`src/rtl/wb_timer_pkg.sv`:
```
// d16 timer shared definitions: register addresses, CTRL/STATUS bit positions
// and the run/idle state encoding.
package d16_timer_pkg;

   localparam logic [2:0] ADDR_CTRL   = 3'd0;
   localparam logic [2:0] ADDR_LOAD   = 3'd1;
   localparam logic [2:0] ADDR_COUNT  = 3'd2;
   localparam logic [2:0] ADDR_STATUS = 3'd3;
   localparam logic [2:0] ADDR_CMP    = 3'd4;

   localparam int CTRL_EN      = 0;
   localparam int CTRL_RELOAD  = 1;
   localparam int CTRL_IE      = 2;
   localparam int CTRL_PRE_LSB = 8;

   localparam int STATUS_EXP = 0;

   // RUN is exactly "CTRL.EN is set"; the state register is the EN bit.
   typedef enum logic {
      ST_IDLE = 1'b0,
      ST_RUN  = 1'b1
   } timer_state_e;

endpackage

```
`src/rtl/wb_timer_if.sv`:
```
// d16 CPU data bus as seen by one responder: write data, read data, register
// select, write enable and the syscon slave select.
interface wb_timer_if;
   logic [15:0] i_dat;
   logic [15:0] o_dat;
   logic [2:0]  i_addr;
   logic        i_we;
   logic        i_cyc;

   modport slave (
      input  i_dat,
      input  i_addr,
      input  i_we,
      input  i_cyc,
      output o_dat
   );

   modport master (
      output i_dat,
      output i_addr,
      output i_we,
      output i_cyc,
      input  o_dat
   );
endinterface

```
`src/rtl/wb_timer_prescaler.sv`:
```
// Clock prescaler for the d16 timer: emits a one-cycle tick every
// (divide+1) enabled cycles. Counter is held at 0 while disabled and
// cleared by 'clear' (any CTRL write).
module timer_prescaler #(
   parameter int PRESCALE_W = 8
) (
   input  logic                  i_clk,
   input  logic                  i_reset,
   input  logic                  enable,
   input  logic                  clear,
   input  logic [PRESCALE_W-1:0] divide,
   output logic                  tick
);

   localparam logic [PRESCALE_W-1:0] ONE = {{(PRESCALE_W-1){1'b0}}, 1'b1};

   logic [PRESCALE_W-1:0] cnt_q;
   logic [PRESCALE_W-1:0] cnt_d;

   // Tick is decoded from the registered count, so it is never bus-combinational.
   assign tick = enable & (cnt_q == divide);

   // Next count: held/cleared to 0, wrap on tick, otherwise increment.
   always_comb begin
      cnt_d = cnt_q;
      if (clear || !enable) begin
         cnt_d = '0;
      end else if (tick) begin
         cnt_d = '0;
      end else begin
         cnt_d = cnt_q + ONE;
      end
   end

   // Prescaler count register.
   always_ff @(posedge i_clk or negedge i_reset) begin
      if (!i_reset) begin
         cnt_q <= '0;
      end else begin
         cnt_q <= cnt_d;
      end
   end

endmodule

```
`src/rtl/wb_timer.sv`:
```
// wb_timer: 16-bit down-counting timer on the d16 CPU bus with periodic or
// one-shot level interrupt. Registers are read combinationally and written
// with zero wait states. Optional PWM output/CMP register when TIMER_PWM_EN
// is defined; without it o_pwm is tied low and address 4 reads 0.
// PRESCALE_W must not exceed 8 (PRE lives in CTRL[15:8]).
module wb_timer
   import d16_timer_pkg::*;
#(
   parameter int          PRESCALE_W = 8,
   parameter logic [15:0] RESET_LOAD = 16'hFFFF
) (
   input  logic       i_clk,
   input  logic       i_reset,
   wb_timer_if.slave  bus,
   output logic       o_int,
   output logic       o_pwm
);

   timer_state_e          state_q, state_d;
   logic                  reload_q, reload_d;
   logic                  ie_q, ie_d;
   logic                  exp_q, exp_d;
   logic [PRESCALE_W-1:0] pre_q, pre_d;
   logic [15:0]           load_q, load_d;
   logic [15:0]           count_q, count_d;

   logic        run;
   logic        tick;
   logic        wr;
   logic        wr_ctrl, wr_load, wr_count, wr_status;
   logic [15:0] ctrl_rd;

   assign run       = (state_q == ST_RUN);
   assign wr        = bus.i_cyc & bus.i_we;
   assign wr_ctrl   = wr & (bus.i_addr == ADDR_CTRL);
   assign wr_load   = wr & (bus.i_addr == ADDR_LOAD);
   assign wr_count  = wr & (bus.i_addr == ADDR_COUNT);
   assign wr_status = wr & (bus.i_addr == ADDR_STATUS);

   timer_prescaler #(
      .PRESCALE_W (PRESCALE_W)
   ) u_prescaler (
      .i_clk   (i_clk),
      .i_reset (i_reset),
      .enable  (run),
      .clear   (wr_ctrl),
      .divide  (pre_q),
      .tick    (tick)
   );

   // Next state: status clear, then tick effects, then bus writes override
   // so that writes win over the countdown while expiry still sets EXP.
   always_comb begin
      state_d  = state_q;
      reload_d = reload_q;
      ie_d     = ie_q;
      exp_d    = exp_q;
      pre_d    = pre_q;
      load_d   = load_q;
      count_d  = count_q;

      if (wr_status && bus.i_dat[STATUS_EXP]) begin
         exp_d = 1'b0;
      end

      if (tick) begin
         if (count_q != 16'd0) begin
            count_d = count_q - 16'd1;
         end else begin
            exp_d = 1'b1;
            if (reload_q) begin
               count_d = load_q;
            end else begin
               state_d = ST_IDLE;
            end
         end
      end

      if (wr_ctrl) begin
         state_d  = bus.i_dat[CTRL_EN] ? ST_RUN : ST_IDLE;
         reload_d = bus.i_dat[CTRL_RELOAD];
         ie_d     = bus.i_dat[CTRL_IE];
         pre_d    = bus.i_dat[CTRL_PRE_LSB +: PRESCALE_W];
      end
      if (wr_load) begin
         load_d = bus.i_dat;
      end
      if (wr_count) begin
         count_d = bus.i_dat;
      end
   end

   // Timer register file and run/idle state.
   always_ff @(posedge i_clk or negedge i_reset) begin
      if (!i_reset) begin
         state_q  <= ST_IDLE;
         reload_q <= 1'b0;
         ie_q     <= 1'b0;
         exp_q    <= 1'b0;
         pre_q    <= '0;
         load_q   <= RESET_LOAD;
         count_q  <= 16'd0;
      end else begin
         state_q  <= state_d;
         reload_q <= reload_d;
         ie_q     <= ie_d;
         exp_q    <= exp_d;
         pre_q    <= pre_d;
         load_q   <= load_d;
         count_q  <= count_d;
      end
   end

   // Interrupt is a function of flops only.
   assign o_int = exp_q & ie_q;

`ifdef TIMER_PWM_EN
   logic [15:0] cmp_q, cmp_d;
   logic        pwm_q, pwm_d;
   logic        wr_cmp;

   assign wr_cmp = wr & (bus.i_addr == ADDR_CMP);

   // CMP register update and PWM compare.
   always_comb begin
      cmp_d = wr_cmp ? bus.i_dat : cmp_q;
      pwm_d = run & (count_q < cmp_q);
   end

   // PWM compare register and registered output.
   always_ff @(posedge i_clk or negedge i_reset) begin
      if (!i_reset) begin
         cmp_q <= 16'd0;
         pwm_q <= 1'b0;
      end else begin
         cmp_q <= cmp_d;
         pwm_q <= pwm_d;
      end
   end

   assign o_pwm = pwm_q;
`else
   assign o_pwm = 1'b0;
`endif

   // CTRL read image; PRE bits beyond PRESCALE_W read as 0.
   always_comb begin
      ctrl_rd                              = 16'd0;
      ctrl_rd[CTRL_EN]                     = run;
      ctrl_rd[CTRL_RELOAD]                 = reload_q;
      ctrl_rd[CTRL_IE]                     = ie_q;
      ctrl_rd[CTRL_PRE_LSB +: PRESCALE_W]  = pre_q;
   end

   // Combinational read mux, zero when not selected.
   always_comb begin
      bus.o_dat = 16'd0;
      if (bus.i_cyc) begin
         case (bus.i_addr)
            ADDR_CTRL:   bus.o_dat = ctrl_rd;
            ADDR_LOAD:   bus.o_dat = load_q;
            ADDR_COUNT:  bus.o_dat = count_q;
            ADDR_STATUS: bus.o_dat = {15'd0, exp_q};
`ifdef TIMER_PWM_EN
            ADDR_CMP:    bus.o_dat = cmp_q;
`endif
            default:     bus.o_dat = 16'd0;
         endcase
      end
   end

endmodule
```
`src/flat_wrapper.sv`:
```
// flat-port wrapper written by rule: the top's interface ports become plain ports
module wb_timer_flat import d16_timer_pkg::*;
#(
   parameter int          PRESCALE_W = 8,
   parameter logic [15:0] RESET_LOAD = 16'hFFFF
)
  (i_clk, i_reset, o_int, o_pwm, bus_i_dat, bus_i_addr, bus_i_we, bus_i_cyc, bus_o_dat);
  wb_timer_if bus_i ();
  input  logic i_clk;
  input  logic i_reset;
  output logic o_int;
  output logic o_pwm;
  input wire logic [$bits(bus_i.i_dat)-1:0] bus_i_dat;
  input wire logic [$bits(bus_i.i_addr)-1:0] bus_i_addr;
  input wire logic [$bits(bus_i.i_we)-1:0] bus_i_we;
  input wire logic [$bits(bus_i.i_cyc)-1:0] bus_i_cyc;
  output wire logic [$bits(bus_i.o_dat)-1:0] bus_o_dat;
  assign bus_i.i_dat = bus_i_dat;
  assign bus_i.i_addr = bus_i_addr;
  assign bus_i.i_we = bus_i_we;
  assign bus_i.i_cyc = bus_i_cyc;
  assign bus_o_dat = bus_i.o_dat;
  wb_timer #(.PRESCALE_W(PRESCALE_W), .RESET_LOAD(RESET_LOAD)) u_core (.i_clk(i_clk), .i_reset(i_reset), .bus(bus_i), .o_int(o_int), .o_pwm(o_pwm));
endmodule
```
`config.mk`:
```
export PLATFORM = sky130hd
export DESIGN_NAME = wb_timer_flat
export DESIGN_NICKNAME = d
export VERILOG_FILES = /design/src/rtl/wb_timer_pkg.sv /design/src/rtl/wb_timer_if.sv /design/src/rtl/wb_timer_prescaler.sv /design/src/rtl/wb_timer.sv /design/src/flat_wrapper.sv
export SDC_FILE = /design/constraint.sdc
export NUM_CORES = 1
export LEC_CHECK = 0
export ABC_AREA = 1
export CELL_PAD_IN_SITES_DETAIL_PLACEMENT = 0
export CELL_PAD_IN_SITES_GLOBAL_PLACEMENT = 1
export CORE_ASPECT_RATIO = 0.5
export CORE_MARGIN = 3
export CORE_UTILIZATION = 40
export DETAILED_ROUTE_END_ITERATION = 6
export PLACE_DENSITY = 0.85
export SYNTH_ARGS = -nofsm -noshare
export SYNTH_HDL_FRONTEND = slang
export SYNTH_SLANG_ARGS = --single-unit
```
`constraint.sdc`:
```
create_clock -name i_clk -period 2.2 [get_ports i_clk]
set_clock_uncertainty 0.15 [all_clocks]
set_input_delay 0.44 -clock i_clk [delete_from_list [all_inputs] [get_ports i_clk]]
set_output_delay 0.44 -clock i_clk [all_outputs]
set_load 0.03 [all_outputs]
```
==> results of run 1 <==
==> power by group through the flow <==
stage	clock network [mW]	registers, mW	logic, mW
finish	1.01	1.45	2.04
floorplan	0	1.45	1.29
CTS	1.04	1.45	2.01
global placement	0	1.46	1.96
global route	1.07	1.49	2.31
detailed placement	0	1.46	1.97
==> worst max-delay path: stages <==
cell,delay [ns]
dlygate4sd2_1,0.27
inv_1,0.08
nand2_2,0.07
nor2_4,0.15
inv_4,0.11
o221ai_2,0.16
nand2_1,0.08
inv_1,0.06
buf_4,0.15
==> registers in the layout, indices dropped and copies added, names as in the netlist <==
register,cells
u_core.load_q,16
u_core.u_prescaler.cnt_q,8
u_core.pre_q,8
u_core.exp_q,1
u_core.reload_q,1
u_core.count_q,16
u_core.ie_q,1
u_core.run,1
==> metrics by stage <==
step | area [um^2] | power (mW)
final | 4500 | 4.50
after global routing | 4500 | 4.87
after global placement | 4210 | 3.42
after CTS | 4450 | 4.50
after detailed placement | 4210 | 3.44
after floorplan | 3500 | 2.74
==> area by class of cell <==
class	instances	area, um^2	area share
multi-input combinational	374	1840	0.409
clock buffer	6	129	0.0286
sequential	52	1320	0.294
inverter	79	302	0.0670
timing repair buffer	78	708	0.157
tap	112	140	0.0311
clock inverter	2	60.1	0.0133
==> final timing paths <==
kind,cells after the start,endpoint,start
setup / recovery,9,bus_o_dat[11],bus_i_addr[2]
hold / removal,2,u_core.reload_q$_DFFE_PN0P_,u_core.reload_q$_DFFE_PN0P_
setup reg to reg,9,u_core.count_q[14]$_DFFE_PN0P_,u_core.count_q[1]$_DFFE_PN0P_
hold reg to reg,2,u_core.reload_q$_DFFE_PN0P_,u_core.reload_q$_DFFE_PN0P_
max in group asynchronous,3,u_core.load_q[8]$_DFFE_PN1P_,i_reset
min in group asynchronous,3,u_core.count_q[5]$_DFFE_PN0P_,i_reset
==> metal layers <==
layer  part of all wire  wire length [um]  global-route usage
met4             0.0053                55              0.0329
met3              0.065               671              0.0428
met1               0.52              5390               0.332
met2               0.41              4270               0.310
met5                  0                 0                   0
==> placed cells by master, fill, tap and decap left out, types with 2 or more instances in the layout <==
master / count
nand2_1: 174
inv_1: 71
nand3_1: 55
buf_4: 45
nor2_1: 40
dfrtp_1: 36
o21ai_0: 33
clkdlybuf4s50_1: 19
dfstp_2: 16
a21oi_1: 9
nor2_2: 7
inv_2: 6
nand4_1: 5
clkbuf_16: 5
buf_6: 5
o22ai_1: 4
o21ai_1: 4
xor2_1: 4
buf_12: 4
nor2_4: 3
nand2_4: 3
o221ai_2: 3
nor3b_1: 3
xnor2_1: 3
mux2_2: 3
ha_1: 3
nand2_2: 2
inv_4: 2
o21ai_2: 2
or2_2: 2
or2_0: 2
bufinv_16: 2
clkdlybuf4s15_1: 2
==> cell families after synthesis <==
group | count (synthesis)
other | 1
XOR/XNOR | 7
adder cells (fa/ha/maj) | 3
flip-flops | 52
AND/OR/NAND/NOR | 300
multiplexers | 3
buffers and inverters | 95
AO/OA/AOI/OAI | 60
==> repair_timing <==
item	CTS	global route
pin swaps	4	3
endpoints found under the setup margin	16	12
gates resized for setup	16	16
hold endpoints to repair	16	0
hold buffers	1	0
==> cell usage after synthesis <==
master / count / area [um^2]
o221ai_1: 4 / 35.0
xnor2_1: 3 / 26.3
o21bai_1: 1 / 7.51
o21ai_0: 38 / 190
dfrtp_1: 36 / 901
nand2_1: 175 / 657
nand3_1: 55 / 275
nor3_2: 1 / 10.0
o211ai_1: 1 / 7.51
or2_0: 2 / 12.5
nand2_2: 3 / 18.8
conb_1: 1 / 3.75
a221oi_1: 1 / 8.76
dfstp_2: 16 / 420
buf_6: 5 / 56.3
o22ai_1: 5 / 31.3
buf_2: 5 / 25.0
nand2_4: 1 / 11.3
ha_1: 3 / 37.5
nor2_1: 41 / 154
nor2_2: 7 / 43.8
a21oi_1: 9 / 45.0
nand4_1: 5 / 31.3
clkbuf_1: 4 / 15.0
nor3b_1: 3 / 22.5
xor2_1: 4 / 35.0
o21ai_1: 1 / 5.00
mux2_2: 3 / 33.8
or2_2: 2 / 12.5
nor3_1: 1 / 5.00
inv_2: 6 / 22.5
inv_1: 73 / 274
nor2_8: 1 / 20.0
buf_4: 2 / 15.0
nor2_4: 2 / 22.5
nand3_2: 1 / 10.0
==> metrics, run 1 <==
Comb pwr share 0.452; fin. max-slew vios 0; nets 616; startpoint types input port; Clock Power Share 0.225; Adder-Cell Fraction of Synth Area 0.0107; initial antenna violation count 0; total grt overflow 0; Hold WS 0.342 ns; pre-CTS setup slack -0.287 ns; final cell count without fillers ~700; Critical Path RT 1.61 ns; core area 8260 um^2; CTS tree done; Layout area overhead 28.5%; synthesized flop and latch total 52; total global-route track usage 0.213; global-route wire length before repair 16900 um; Residual DRC 0; Top Ports 41; largest net degree at the start of global routing 53; P_sw 1.83 mW; Setup violations, final 0; Setup Buffers After CTS 0; WS Path Type input port to output port; Final ANT Viol Nets 0; share of layout cells above drive strength 1 0.196; HPWL Detailed between 7000 and 8000 um; TNS Setup 0 ns; sequential area share after synthesis 0.377; mux share of post-synthesis cell area 0.00965; PwrDens between 1000 and 1500 nW/um^2; Max-cap violations 0; arrival time worst endpoint 1.57 ns; Compound-Gate Fraction of Synth Area 0.0943; status finished clean; DRT iter0 DRCs 264; fill count 822; deepest clock path buffer count 2; clk sinks 52; WL/cell between 10 and 15 um; depth of the CTS H-tree 2; R2R Setup Slk 0.24 ns; Netlist cell types 36; Max Fclk 0.463 GHz; Initial Utilization 0.424; leak pwr 2.32 nW; ANT cells 0; die width 138 um; area share of and/or/nand/nor cells after synthesis 0.373; Worst-Skew Late Latency 0.29 ns; Final Critical Period 2.16 ns; cell area after synthesis 3500 um^2; clock root buffer clkbuf_16; largest family of logic cells by synthesized area simple AND/OR/NAND/NOR gates; final hold viol count 0; unrepaired setup endpoints after global routing true; sw frac 0.406; worst setup margin 0.0413 ns; Rows 23; Syn. warnings 0; vias in the first global route 3232; register share of total power 0.323; IO buf count 39; total routed wirelength 10400 um; class of the worst hold path flip-flop to flip-flop; fin util 0.545; Crit Path Max Fanout 11; mean post-synth cell area 6.72 um^2; CTS buffer count 5; Pint between 2 and 3 mW; vias 3483; DIE AREA 9980 um^2; vias per inst 4.95; First-pass DRT Iterations 5; Die Ht 72.2 um; crit path capture type output port; Final Cycle Share 0.981; Syn Inst Count between 500 and 600; Reg clk slew, reported paths 0.07 ns; syn nets 547; xor/xnor share of the synthesized area 0.0175; Placed Cells incl. Taps approximately 700; Max IR drop VDD 0.437 mV; gpl congestion 0.866
No activity file was read; power rests on OpenSTA's default activity.
==> run 2, diff against run 1 <==
Settings changed: ABC_AREA 1 to unset, CORE_UTILIZATION 40 to 30, HOLD_SLACK_MARGIN set to 0.15, PLACE_DENSITY 0.85 to 0.64.
==> run 2 against run 1 <==
The flow now finishes with violations (negative setup slack). Sequential cell count stayed put. Combinational power is 11% higher. Via count is 9.8% lower. Area after synthesis is 5.7% lower. Fmax is 7.6% lower. Global-route usage is 2.9 points lower. Critical endpoint is now u_core.count_q[3]$_DFFE_PN0P_. Largest cell class unchanged. Largest power group unchanged. Highest routed layer unchanged.
==> metrics, run 2 <==
status finished with violations; failing checks negative setup slack; Critical Path RT 2.23 ns; gpl congestion 0.907; CTS buffer count 5; vias in the first global route between 3000 and 4000; Final ANT Viol Nets 0; Primary FF master, synth dfrtp_1; total grt overflow 0; mean post-synth cell area 9.35 um^2; family with the most delay on the worst path compound AO/OA/AOI/OAI gates; worst hold stages 2; synthesized flop and latch total 52; xor/xnor share of the synthesized area 0.0610; ys async rst share 1.00; DIE AREA between 10000 and 15000 um^2; core area 10500 um^2; Layout area overhead 51.8%; CP max stage delay roughly 0.64 ns; total global-route track usage 0.184; commonest non-fill, non-tap cell in the layout buf_4; Syn Inst Count ~350; most common cell in the synthesized netlist nor2_1; Final Critical Period 2.34 ns; clock root buffer clkbuf_16; CTS tree done; P_sw 1.71 mW; Min-Delay Endpoint u_core.load_q[1]$_DFFE_PN1P_; Top Ports 41; Worst-Margin Slew slightly above 0.6 ns; Netlist cell types 52; list of most frequent post-synthesis cells nor2_1 (53), dfrtp_1 (36), a21oi_1 (32); Residual DRC 0; Max Fclk 0.428 GHz; First-pass DRT Iterations 4; Max IR drop VDD 0.356 mV; Initial Utilization 0.315; fin. max-slew vios 0; Setup violations, final 11; largest cells by area after synthesis dfrtp_1 (27%), dfstp_2 (13%), mux2_2 (9.2%), nor2_1 (6.0%), a21oi_1 (4.9%); vias per inst 5.16; largest net degree at the start of global routing 53; WL/cell 18.3 um; crit path capture type flip-flop; RR Endpoint u_core.count_q[3]$_DFFE_PN0P_; Comb pwr share 0.484; PwrDens about 930 nW/um^2; top cell type's share of synthesized area 0.273; vias 3143; initial antenna violation count 0; Clock Power Share 0.191; cell type with the largest total area after synthesis dfrtp_1; startpoint types flip-flop; final hold viol count 0; Compound-Gate Fraction of Synth Area 0.134; largest family of logic cells by synthesized area simple AND/OR/NAND/NOR gates; IO buf count 39; nets 494; CP max-delay cell a2111oi_4; share of layout cells above drive strength 1 0.471; met3 WL post-DR roughly 550 um; WS Path Type flip-flop to flip-flop; unrepaired setup endpoints after global routing true; most frequent cells in the layout buf_4 (93), nor2_1 (42), dfrtp_1 (36); Crit Path Max Fanout 4; max_slew headroom 0.588; final instance area 5010 um^2; register share of total power 0.324; DRT iter0 DRCs around 230; Syn. warnings 0; worst path bufs/invs 2; total routed wirelength between 10000 and 15000 um; area share of and/or/nand/nor cells after synthesis 0.202; ANT cells 0; DR WL met2 5100 um; Adder-Cell Fraction of Synth Area 0.0114; WL met1 5400 um; HPWL Detailed 8050 um; fin util 0.478; class of the worst hold path flip-flop to flip-flop; sequential area share after synthesis 0.400; Worst-Skew Late Latency 0.29 ns; clk sinks 52; global-route wire length before repair 17800 um; Post-synth EDFFs 0; R2R depth 8; Pint 2.97 mW; R2R Setup Slk -0.14 ns; syn nets 379; r2r startpoint u_core.count_q[0]$_DFFE_PN0P_; WP depth 8; deepest clock path buffer count 2; cell area after synthesis roughly 3300 um^2; uppermost layer routed met4; die width between 150 and 200 um; mux share of post-synthesis cell area 0.144; Final Cycle Share 1.06; leak pwr 2.10 nW; Die Ht 80.2 um; Worst Hold Launch u_core.load_q[1]$_DFFE_PN1P_; biggest regs u_core.count_q x16, u_core.load_q x16; CP Cell Sequence inv_2, ha_4, or3b_4, nor4_4, a2111oi_4, buf_4, mux2i_1, o21ai_1; worst setup margin -0.137 ns; DP Area 4360 um^2; Max-cap violations 0; Reg clk slew, reported paths 0.07 ns; sw frac 0.365; depth of the CTS H-tree 2; Rows 26; arrival time worst endpoint 2.37 ns
## run 2: changes by cell type after synthesis, sizes merged, moves of 5 or more
cell,before,now
mux2i,0,15
a21oi,9,32
xnor2,3,14
or4,0,5
o21ai,39,11
nand2,179,16
xor2,4,9
mux2,3,27
nand3,56,10
a22oi,0,6
nor4,0,9
inv,79,7
clkbuf,4,15
or3,0,6
## run 2: layer usage
layer | track usage | up-vias
li1 | - | 1496
met1 | 0.267 | 1593
met2 | 0.289 | 48
met3 | 0.0269 | 6
met4 | 0.0441 | 0
met5 | 0 | -
## run 2: cell type report
| type | instances | area [um^2] |
|---|---|---|
| fill | 986 | 5460 |
| sequential | 52 | 1320 |
| tap | 140 | 175 |
| multi-input combinational | 269 | 2120 |
| clock buffer | 6 | 129 |
| timing repair buffer | 133 | 1200 |
| inverter | 7 | 26.3 |
| clock inverter | 2 | 35.0 |
## run 2: power groups by stage
stage | Sequential [mW] | Clock [mW] | Combinational, mW
after floorplan | 1.47 | 0 | 1.11
after global routing | 1.55 | 0.972 | 2.46
after CTS | 1.51 | 0.916 | 2.12
after detailed placement | 1.51 | 0 | 1.90
after global placement | 1.51 | 0 | 1.87
final | 1.52 | 0.895 | 2.27
## run 2: how the worst max path moves through the flow
stage / start / end
3_5_place_dp: bus_i_addr[0] / bus_o_dat[0]
6_report: u_core.count_q[0]$_DFFE_PN0P_ / u_core.count_q[3]$_DFFE_PN0P_
5_1_grt: u_core.count_q[0]$_DFFE_PN0P_ / u_core.count_q[3]$_DFFE_PN0P_
3_3_place_gp: bus_i_addr[0] / bus_o_dat[0]
2_1_floorplan: u_core.count_q[9]$_DFFE_PN0P_ / u_core.count_q[13]$_DFFE_PN0P_
4_1_cts: u_core.count_q[0]$_DFFE_PN0P_ / u_core.count_q[13]$_DFFE_PN0P_
## run 2: worst register-to-register path, delay by kind of cell, from the launching register on
family	cells	cell delay, ns
and+or+nand+nor	2	0.29
DFF	1	0.38
muxes	1	0.21
adders and majority gates	1	0.16
AOI/OAI and AO/OA	2	0.72
buffers and inverters	2	0.31
## run 2: through the flow
stage          setup TNS [ns]  total power, mW  hold WS (ns)  cells  worst slack, ns
2_1_floorplan          -0.792             2.58      -0.00559    353          -0.0870
4_1_cts                 -1.02             4.54         0.371    601           -0.121
3_5_place_dp           -13.71             3.41         0.303    586           -0.582
5_1_grt                 -2.41             4.98         0.418    609           -0.182
3_3_place_gp           -12.73             3.37         0.303    586           -0.549
6_report               -0.745             4.68         0.369    609           -0.137
## run 2: cells by family after synthesis
group / Yosys count
AOI/OAI and AO/OA: 71
xor gates and xnor gates: 23
adders and majority gates: 3
buffers and inverters: 32
DFF: 52
muxes: 43
other: 1
and+or+nand+nor: 128
## run 2: timing repair
action,CTS,global route
endpoints found under the hold margin,36,0
pin swaps,17,21
endpoints found under the setup margin,32,38
gates resized for setup,50,27
hold buffers,1,0
gates cloned,3,0
buffers inserted,5,9
